--- config.mk ---
export PLATFORM = sky130hd
export DESIGN_NAME = vga_sync_decoder
export DESIGN_NICKNAME = d
export VERILOG_FILES = /design/src/rtl/vga_sync_decoder.sv
export SDC_FILE = /design/constraint.sdc
export NUM_CORES = 1
export LEC_CHECK = 0
export BUFFER_PORTS_ARGS = -buffer_cell sky130_fd_sc_hd__buf_2
export CAP_MARGIN = 0
export CORE_MARGIN = 3
export CORE_UTILIZATION = 50
export CTS_CLUSTER_SIZE = 24
export DETAILED_ROUTE_END_ITERATION = 12
export PLACE_DENSITY = 0.77
export SLEW_MARGIN = 0
export SYNTH_ARGS = -nofsm -noshare
export SYNTH_HDL_FRONTEND = slang
export SYNTH_SLANG_ARGS = --single-unit
--- constraint.sdc ---
create_clock -name iCLK -period 3.25 [get_ports iCLK]
set_input_delay 0.1625 -clock iCLK [delete_from_list [all_inputs] [get_ports iCLK]]
set_output_delay 0.1625 -clock iCLK [all_outputs]
set_load 0.01 [all_outputs]
--- src/rtl/vga_sync_decoder.sv ---
// rtl/vga_sync_decoder.sv - VGA receive-side timing recovery, lock tracking and pixel coordinate decode
module vga_sync_decoder #(
    parameter int H_START     = 144,
    parameter int H_ACT       = 640,
    parameter int H_TOTAL     = 800,
    parameter int V_START     = 35,
    parameter int V_ACT       = 480,
    parameter int V_TOTAL     = 525,
    parameter int LOCK_FRAMES = 2
) (
    input  logic        iCLK,
    input  logic        iRST,
    input  logic        iVGA_HS,
    input  logic        iVGA_VS,
    input  logic [3:0]  iVGA_R,
    input  logic [3:0]  iVGA_G,
    input  logic [3:0]  iVGA_B,
    output logic [10:0] oX,
    output logic [10:0] oY,
    output logic [3:0]  oR,
    output logic [3:0]  oG,
    output logic [3:0]  oB,
    output logic        oPix_Valid,
    output logic [10:0] oLine_Len,
    output logic [10:0] oFrame_Lines,
    output logic        oLocked,
    output logic        oErr
);

    localparam logic [10:0] H_LO    = 11'(H_START);
    localparam logic [10:0] H_HI    = 11'(H_START + H_ACT - 1);
    localparam logic [10:0] H_TOT   = 11'(H_TOTAL);
    localparam logic [10:0] V_LO    = 11'(V_START);
    localparam logic [10:0] V_HI    = 11'(V_START + V_ACT - 1);
    localparam logic [10:0] V_TOT   = 11'(V_TOTAL);
    localparam logic [10:0] CNT_MAX = 11'h7ff;
    localparam logic [3:0]  LOCK_N  = 4'(LOCK_FRAMES);

    typedef enum logic [1:0] {
        UNLOCKED,
        ACQUIRE,
        LOCKED
    } state_t;

    state_t      state;
    logic [3:0]  good_cnt;
    logic        hs_d;
    logic        vs_d;
    logic [10:0] h_off;
    logic [10:0] v_cnt;
    logic        first_hs;
    logic        first_vs;
    logic        bad_seen;

    logic hs_fall;
    logic vs_fall;
    logic line_bad;
    logic frame_good;
    logic frame_bad;
    logic active;

    assign hs_fall    = hs_d & ~iVGA_HS;
    assign vs_fall    = vs_d & ~iVGA_VS;
    assign line_bad   = hs_fall && first_hs && (h_off != H_TOT);
    // The line closed by a simultaneous HS fall still belongs to the frame being judged.
    assign frame_good = (v_cnt == V_TOT) && !bad_seen && !line_bad;
    assign frame_bad  = vs_fall && first_vs && !frame_good;
    assign active     = (h_off >= H_LO) && (h_off <= H_HI) &&
                        (v_cnt >= V_LO) && (v_cnt <= V_HI) &&
                        (state == LOCKED) && first_hs;

    always_ff @(posedge iCLK) begin
        if (iRST) begin
            state        <= UNLOCKED;
            good_cnt     <= 4'd0;
            hs_d         <= 1'b1;
            vs_d         <= 1'b1;
            h_off        <= 11'd0;
            v_cnt        <= 11'd0;
            first_hs     <= 1'b0;
            first_vs     <= 1'b0;
            bad_seen     <= 1'b0;
            oX           <= 11'd0;
            oY           <= 11'd0;
            oR           <= 4'd0;
            oG           <= 4'd0;
            oB           <= 4'd0;
            oPix_Valid   <= 1'b0;
            oLine_Len    <= 11'd0;
            oFrame_Lines <= 11'd0;
            oLocked      <= 1'b0;
            oErr         <= 1'b0;
        end else begin
            hs_d <= iVGA_HS;
            vs_d <= iVGA_VS;

            if (hs_fall) begin
                h_off    <= 11'd1;
                first_hs <= 1'b1;
            end else if (h_off != CNT_MAX) begin
                h_off <= h_off + 11'd1;
            end

            if (hs_fall && first_hs) begin
                oLine_Len <= h_off;
            end

            if (vs_fall && hs_fall) begin
                v_cnt <= 11'd1;
            end else if (vs_fall) begin
                v_cnt <= 11'd0;
            end else if (hs_fall && v_cnt != CNT_MAX) begin
                v_cnt <= v_cnt + 11'd1;
            end

            if (vs_fall) begin
                first_vs <= 1'b1;
                bad_seen <= 1'b0;
                if (first_vs) begin
                    oFrame_Lines <= v_cnt;
                end
            end else if (line_bad) begin
                bad_seen <= 1'b1;
            end

            case (state)
                UNLOCKED: begin
                    if (vs_fall) begin
                        state    <= ACQUIRE;
                        good_cnt <= 4'd0;
                    end
                end
                ACQUIRE: begin
                    if (line_bad || frame_bad) begin
                        good_cnt <= 4'd0;
                    end else if (vs_fall) begin
                        good_cnt <= good_cnt + 4'd1;
                        if (good_cnt + 4'd1 == LOCK_N) begin
                            state   <= LOCKED;
                            oLocked <= 1'b1;
                        end
                    end
                end
                LOCKED: begin
                    if (line_bad || frame_bad) begin
                        state    <= ACQUIRE;
                        good_cnt <= 4'd0;
                        oLocked  <= 1'b0;
                        oErr     <= 1'b1;
                    end
                end
                default: begin
                    state    <= UNLOCKED;
                    good_cnt <= 4'd0;
                    oLocked  <= 1'b0;
                end
            endcase

            // Coordinates and colour hold their last values outside the active window.
            oPix_Valid <= active;
            if (active) begin
                oX <= h_off - H_LO;
                oY <= v_cnt - V_LO;
                oR <= iVGA_R;
                oG <= iVGA_G;
                oB <= iVGA_B;
            end
        end
    end

endmodule

* Yosys cells after proc, flatten, opt, wreduce, memory -nomap -nowiden
Cells that the tools add are included.
** Word-level totals
- Input bits :: 16
- Register bits after elaboration :: 92
- Output and inout port bits :: 59
- Logic and storage cells :: 97
** Operators by class
- $add $sub $neg :: 5
- Magnitude comparators :: 4
- Bitwise logic cells :: 5
- Reduce and logical (&&, ||, !) cells :: 28
- Multiplexer cells :: 21
- Equal/unequal tests :: 13
** Operators with widths (number)
- $add 11x1->11 const B :: 2
- $le 11x10->1 const B :: 2
- $ne 11x11->1 const B :: 2
- $mux 4 :: 4
- $logic_and 1x1->1 :: 13
- $pmux 4 s3 :: 1
- $eq 11x10->1 const B :: 1
- $ge 11x6->1 const B :: 1
- $ge 11x8->1 const B :: 1
- $ne 11x10->1 const B :: 1
- $sub 11x6->11 const B :: 1
- $sub 11x8->11 const B :: 1
- $mux 2 :: 5
- $reduce_and 5->1 :: 2
- $mux 1 :: 9
- $ne 2x2->1 const B :: 4
- $pmux 2 s3 :: 1
- $add 4x1->4 const B :: 1
- $eq 4x2->1 const B :: 1
- $reduce_and 2->1 :: 2
- $reduce_or 2->1 :: 2
- $logic_not 1->1 :: 3
- $ne 3x3->1 const B :: 1
- $not 1->1 :: 3
- other kinds (11) :: 12

* Logic depth before layout (Yosys ltp)
- Word-level depth :: 11
- Depth in mapped cells :: 10
- Depth with buffers taken out :: 7

* Worst setup path before layout
OpenSTA, ideal clock, no wires.
- Path kind :: register to register
- Start point :: reg h_off[4]
- End point :: reg oX[4]
- Path buffers :: 2
- Setup slack :: 966 ps
- Setup time :: 123 ps
- Required time :: 3127 ps
- Period minus slack after synthesis :: 2284 ps
- Arrival time :: 2161 ps
- Stages on the path, launching flop included :: 8
- Cell sequence :: dfxtp_1 or3_1 or3_1 a21oi_1 o221a_1 clkbuf_1 buf_4 mux2_1
** Between the ends
- Cells in the longest elaborated chain, start to end :: 6
- Elaborated cells on any way between the ends :: 8
- Classes of those cells :: add/sub (1); order compare (2); reduce/logical (5)
** Ends and longest elaborated chain
- start, declared :: RTL line 49 : logic [10:0] h_off;
- start signal, assigned :: RTL line 101 : h_off <= h_off + 11'd1;
- $ge 11x8->1 or $le 11x10->1 (tied branches) :: RTL line 68 : assign active = (h_off >= H_LO) && (h_off <= H_HI) &&
- $logic_and 1x1->1 (2 in series) :: RTL line 68
- $logic_and 1x1->1 (2 in series) :: RTL line 69 : (v_cnt >= V_LO) && (v_cnt <= V_HI) &&
- $logic_and 1x1->1 :: RTL line 70 : (state == LOCKED) && first_hs;
- end signal, assigned :: RTL line 162 : oX <= h_off - H_LO;
- end, declared :: RTL line 18 : output logic [10:0] oX,
Parallel ways exist; a longest one is shown, timed or not.
A chain may end at the register's enable or synchronous reset.

* Final worst setup path
- Start point :: reg v_cnt[1]
- End point :: reg oR[0]
** Between the ends
- Cells in the longest elaborated chain, start to end :: 5
- Elaborated cells on any way between the ends :: 6
- Classes of those cells :: order compare (2); reduce/logical (4)
** Ends and longest elaborated chain
- start, declared :: RTL line 50 : logic [10:0] v_cnt;
- start signal, assigned :: RTL line 113 : v_cnt <= v_cnt + 11'd1;
- $ge 11x6->1 :: RTL line 69
- $logic_and 1x1->1 :: RTL line 68
- $logic_and 1x1->1 (*) (2 in series) :: RTL line 69
- $logic_and 1x1->1 (*) :: RTL line 70
- end signal, assigned :: RTL line 164 : oR <= iVGA_R;
- end, declared :: RTL line 20 : output logic [3:0] oR,
Every way passes the cells marked *; elsewhere a longest branch is shown, timed or not.

==> results.md <==
* Final setup margin at 0.487 ns
* Antenna cell count at 0
* DR pass1 iterations at 4
* HP Class: primary input to flop
* Slowest CP cell: o221a_1
* GR Overflow Total at 0
* Switch Pwr at 0.502 mW
* Synth warnings at 0
* Clk slew on worst S/H paths at approximately 0.1 ns
* Pint at 1.46 mW
* CTS Buffer Depth at 2
* Synth cell types at 48
* FP Rows at 33
* Largest net degree at the start of global routing at 42
* Post-CTS sizing at 0
* Power per Cell Area at 394 nW/um^2
* Dpl ws at around 0.49 ns
* Nets at roughly 600
* Worst VDD drop at 209 uV
* #FFs+latches synth at 92
* WL final at a little under 10000 microns
* Share of layout cells above drive strength 1 at 0.176
* Die height at between 100 and 150 microns
* Register area share after synthesis at 0.416
* First-iteration detailed-routing DRC count at about 140
* Number of flops mapped to enable cells by yosys at 0
* Ys flop type: dfxtp_1
* Cell area after synthesis at between 4000 and 5000 sq um
* Die width at around 100 microns
* Placer Congestion at roughly 0.91
* CP max stage delay at ~0.62 ns
* I/O pin total at 75
* Vias at ~3600
* Worst EP required at ~3.6 ns
* Status: completed
* Fin. Hold Viols at 0
* Die area at approximately 10000 sq um
* Vias/cell at approximately 5.3
* CTS tree: done
* Tot GR Track Use at 0.198
* Mean Syn Cell Area at roughly 8.5 sq um
* MaxCap Viol Count at 0
* Clk network pwr share at 0.355
* Placed wire-length estimate at about 7000 microns
* Startpoint Class: flop
* Setup violators final at 0
* Clk_skew at between 0.01 and 0.015 ns
* Unrepaired setup endpoints after global routing: false
* Final core occ at 0.592
* DRC viols at 0
* Sum Neg Setup Slack at 0 ns
* Layout area overhead at 12.5%
* Post-Syn Instances at 521
* Postcts setup bufs at 0
* Final Slew Violations at 0
* TritonCTS Buffers at 9
* Initial antenna violation count at 0
* Fmax at 362 MHz
* Worst hold slack at 0.0414 ns
* Syn_nets at about 550
* Worst rel slew slack at 0.174
* CTS Sinks at 92
* Logic pwr share at 0.058
* Worst skew pair latency at between 0.3 and 0.4 ns
* Tmin final at ~2.8 ns
* FFs w/ async S/R, synth at 0
* Port Buf Inserts at 74
* Tcrit/Tclk final at 0.850
* Crit-path max FO at 12
* Seq pwr share at 0.587
* H-tree depth at 3
* Switching share of power at 0.256
* Routed WL per cell at 14.1 microns
* Core Box Area at roughly 8400 sq um
* Post-route ant nets at 0
* Cell family with most CP delay: compound AO/OA/AOI/OAI gates
* Clock root buffer: clkbuf_8
* CP arrival at approximately 3 ns
* Starting density of the core at 0.526
* First-pass GRT wire length at 16300 microns
* CP Class: flop to flop
* CP endpoint kind: flop
* Static Leak at approximately 2 nW
* Vias in the first global route at approximately 3500
* Actual slew at the worst max-slew pin at ~1.2 ns
* Buf/Inv on CP at 1
* Crit-path cells: ha_1 -> nor2b_1 -> o21ai_0 -> a211oi_1 -> o221a_1 -> buf_4 -> mux2i_1
-- per-stage QoR --
stage          total power [mW]  cell area, sq um  instances
6_report                   1.96              4990        683
3_3_place_gp               1.29              4810        666
4_1_cts                    1.98              4990        683
2_1_floorplan              1.26              4430        521
3_5_place_dp               1.29              4810        666
5_1_grt                    2.04              4990        683
-- state kept, by name, summed over array words and instances, names as in the netlist, 2 cells and up --
name          flops
oFrame_Lines     11
oLine_Len        11
oB                4
oG                4
state             2
h_off            11
oX               11
oR                4
v_cnt            11
oY               11
good_cnt          4
-- power by group through the flow --
stage | Combinational (mW) | Clock (mW) | Sequential, mW
after global placement | 0.111 | 0 | 1.18
final | 0.115 | 0.697 | 1.15
after global routing | 0.130 | 0.754 | 1.16
after CTS | 0.115 | 0.709 | 1.15
after detailed placement | 0.114 | 0 | 1.18
after floorplan | 0.0873 | 0 | 1.17
-- placed cells by master, fill, tap and decap left out, drive strengths merged, types with 2 or more instances in the layout --
| master | instances |
|---|---|
| o41ai | 2 |
| nand2 | 63 |
| ha | 12 |
| or3 | 5 |
| mux2i | 18 |
| xnor2 | 22 |
| nand3 | 5 |
| nand3b | 5 |
| xor2 | 6 |
| a21oi | 39 |
| nor3 | 10 |
| and3 | 4 |
| nor3b | 2 |
| inv | 10 |
| or2 | 3 |
| nand2b | 41 |
| or4 | 2 |
| a211oi | 9 |
| nor4bb | 3 |
| nand4 | 6 |
| nor4 | 2 |
| a31oi | 5 |
| dfxtp | 92 |
| nor2b | 23 |
| clkbuf | 11 |
| and2 | 3 |
| o21ai | 8 |
| and4 | 3 |
| buf | 78 |
| mux2 | 17 |
| clkinvlp | 4 |
| nor2 | 54 |
-- final timing paths --
check                                             startpoint                            to  slack [ns]  cells after the start
worst max-delay path                   v_cnt[1]$_SDFFE_PP0P_            oR[0]$_SDFFE_PP0P_        0.49                      7
worst min register to register  oFrame_Lines[2]$_SDFFE_PP0P_  oFrame_Lines[2]$_SDFFE_PP0P_        0.46                      2
worst min-delay path                               iVGA_G[0]            oG[0]$_SDFFE_PP0P_        0.04                      3
worst max register to register         v_cnt[1]$_SDFFE_PP0P_            oR[0]$_SDFFE_PP0P_        0.49                      7
-- routing by layer --
layer	vias up	track usage	wire [microns]
li1	1840	-	-
met1	1699	0.259	4420
met2	84	0.329	4600
met3	15	0.0306	404
met4	0	0.0767	182
met5	-	0	0
-- cell type report --
cell class,instances,area (sq um)
timing repair buffer,79,410
clock buffer,11,131
fill,781,3440
sequential,92,1840
inverter,10,37.5
tap,105,131
multi-input combinational,381,2390
clock inverter,5,38.8
-- synthesized netlist by cell type (all sizes together), types with 3 or more instances --
master | instances | share of area
and4 | 3 | 0.0059
nand4 | 6 | 0.0085
and2 | 3 | 0.0042
buf | 7 | 0.0090
nand3 | 5 | 0.0056
nand2 | 63 | 0.053
clkbuf | 31 | 0.026
ha | 12 | 0.034
a31oi | 5 | 0.0071
mux2i | 18 | 0.041
xnor2 | 22 | 0.043
a21oi | 39 | 0.044
mux2 | 17 | 0.043
or2 | 3 | 0.0042
nand2b | 41 | 0.058
nor2b | 23 | 0.032
nor2 | 54 | 0.046
nor3 | 10 | 0.011
dfxtp | 92 | 0.42
inv | 10 | 0.0085
or3 | 5 | 0.0082
o21ai | 8 | 0.0090
nor4bb | 3 | 0.0068
and3 | 4 | 0.0056
nand3b | 5 | 0.0085
xor2 | 6 | 0.012
a211oi | 9 | 0.015
-- timing repair --
item                       CTS  global route
setup endpoints to repair    0             0
hold buffers                 1             0
hold endpoints to repair     1             0
-- worst register-to-register path, stage by stage, from the launching register on --
cell and delay (ns):
dfxtp_1 0.52, ha_1 0.37, nor2b_1 0.16, o21ai_0 0.10, a211oi_1 0.36, o221a_1 0.62, buf_4 0.35, mux2i_1 0.23
-- logic make-up (layout without fill, tap and decap cells) --
family / after synthesis / after routing / share of synthesized area
buf+inv: 48 / 105 / 0.0438
mux: 35 / 35 / 0.0839
fa+ha+maj: 12 / 12 / 0.0339
flops: 92 / 92 / 0.416
simple gates: 235 / 235 / 0.271
compound gates: 71 / 71 / 0.0966
xor+xnor: 28 / 28 / 0.0554
Note: power is estimated with default switching activity, not from simulation.
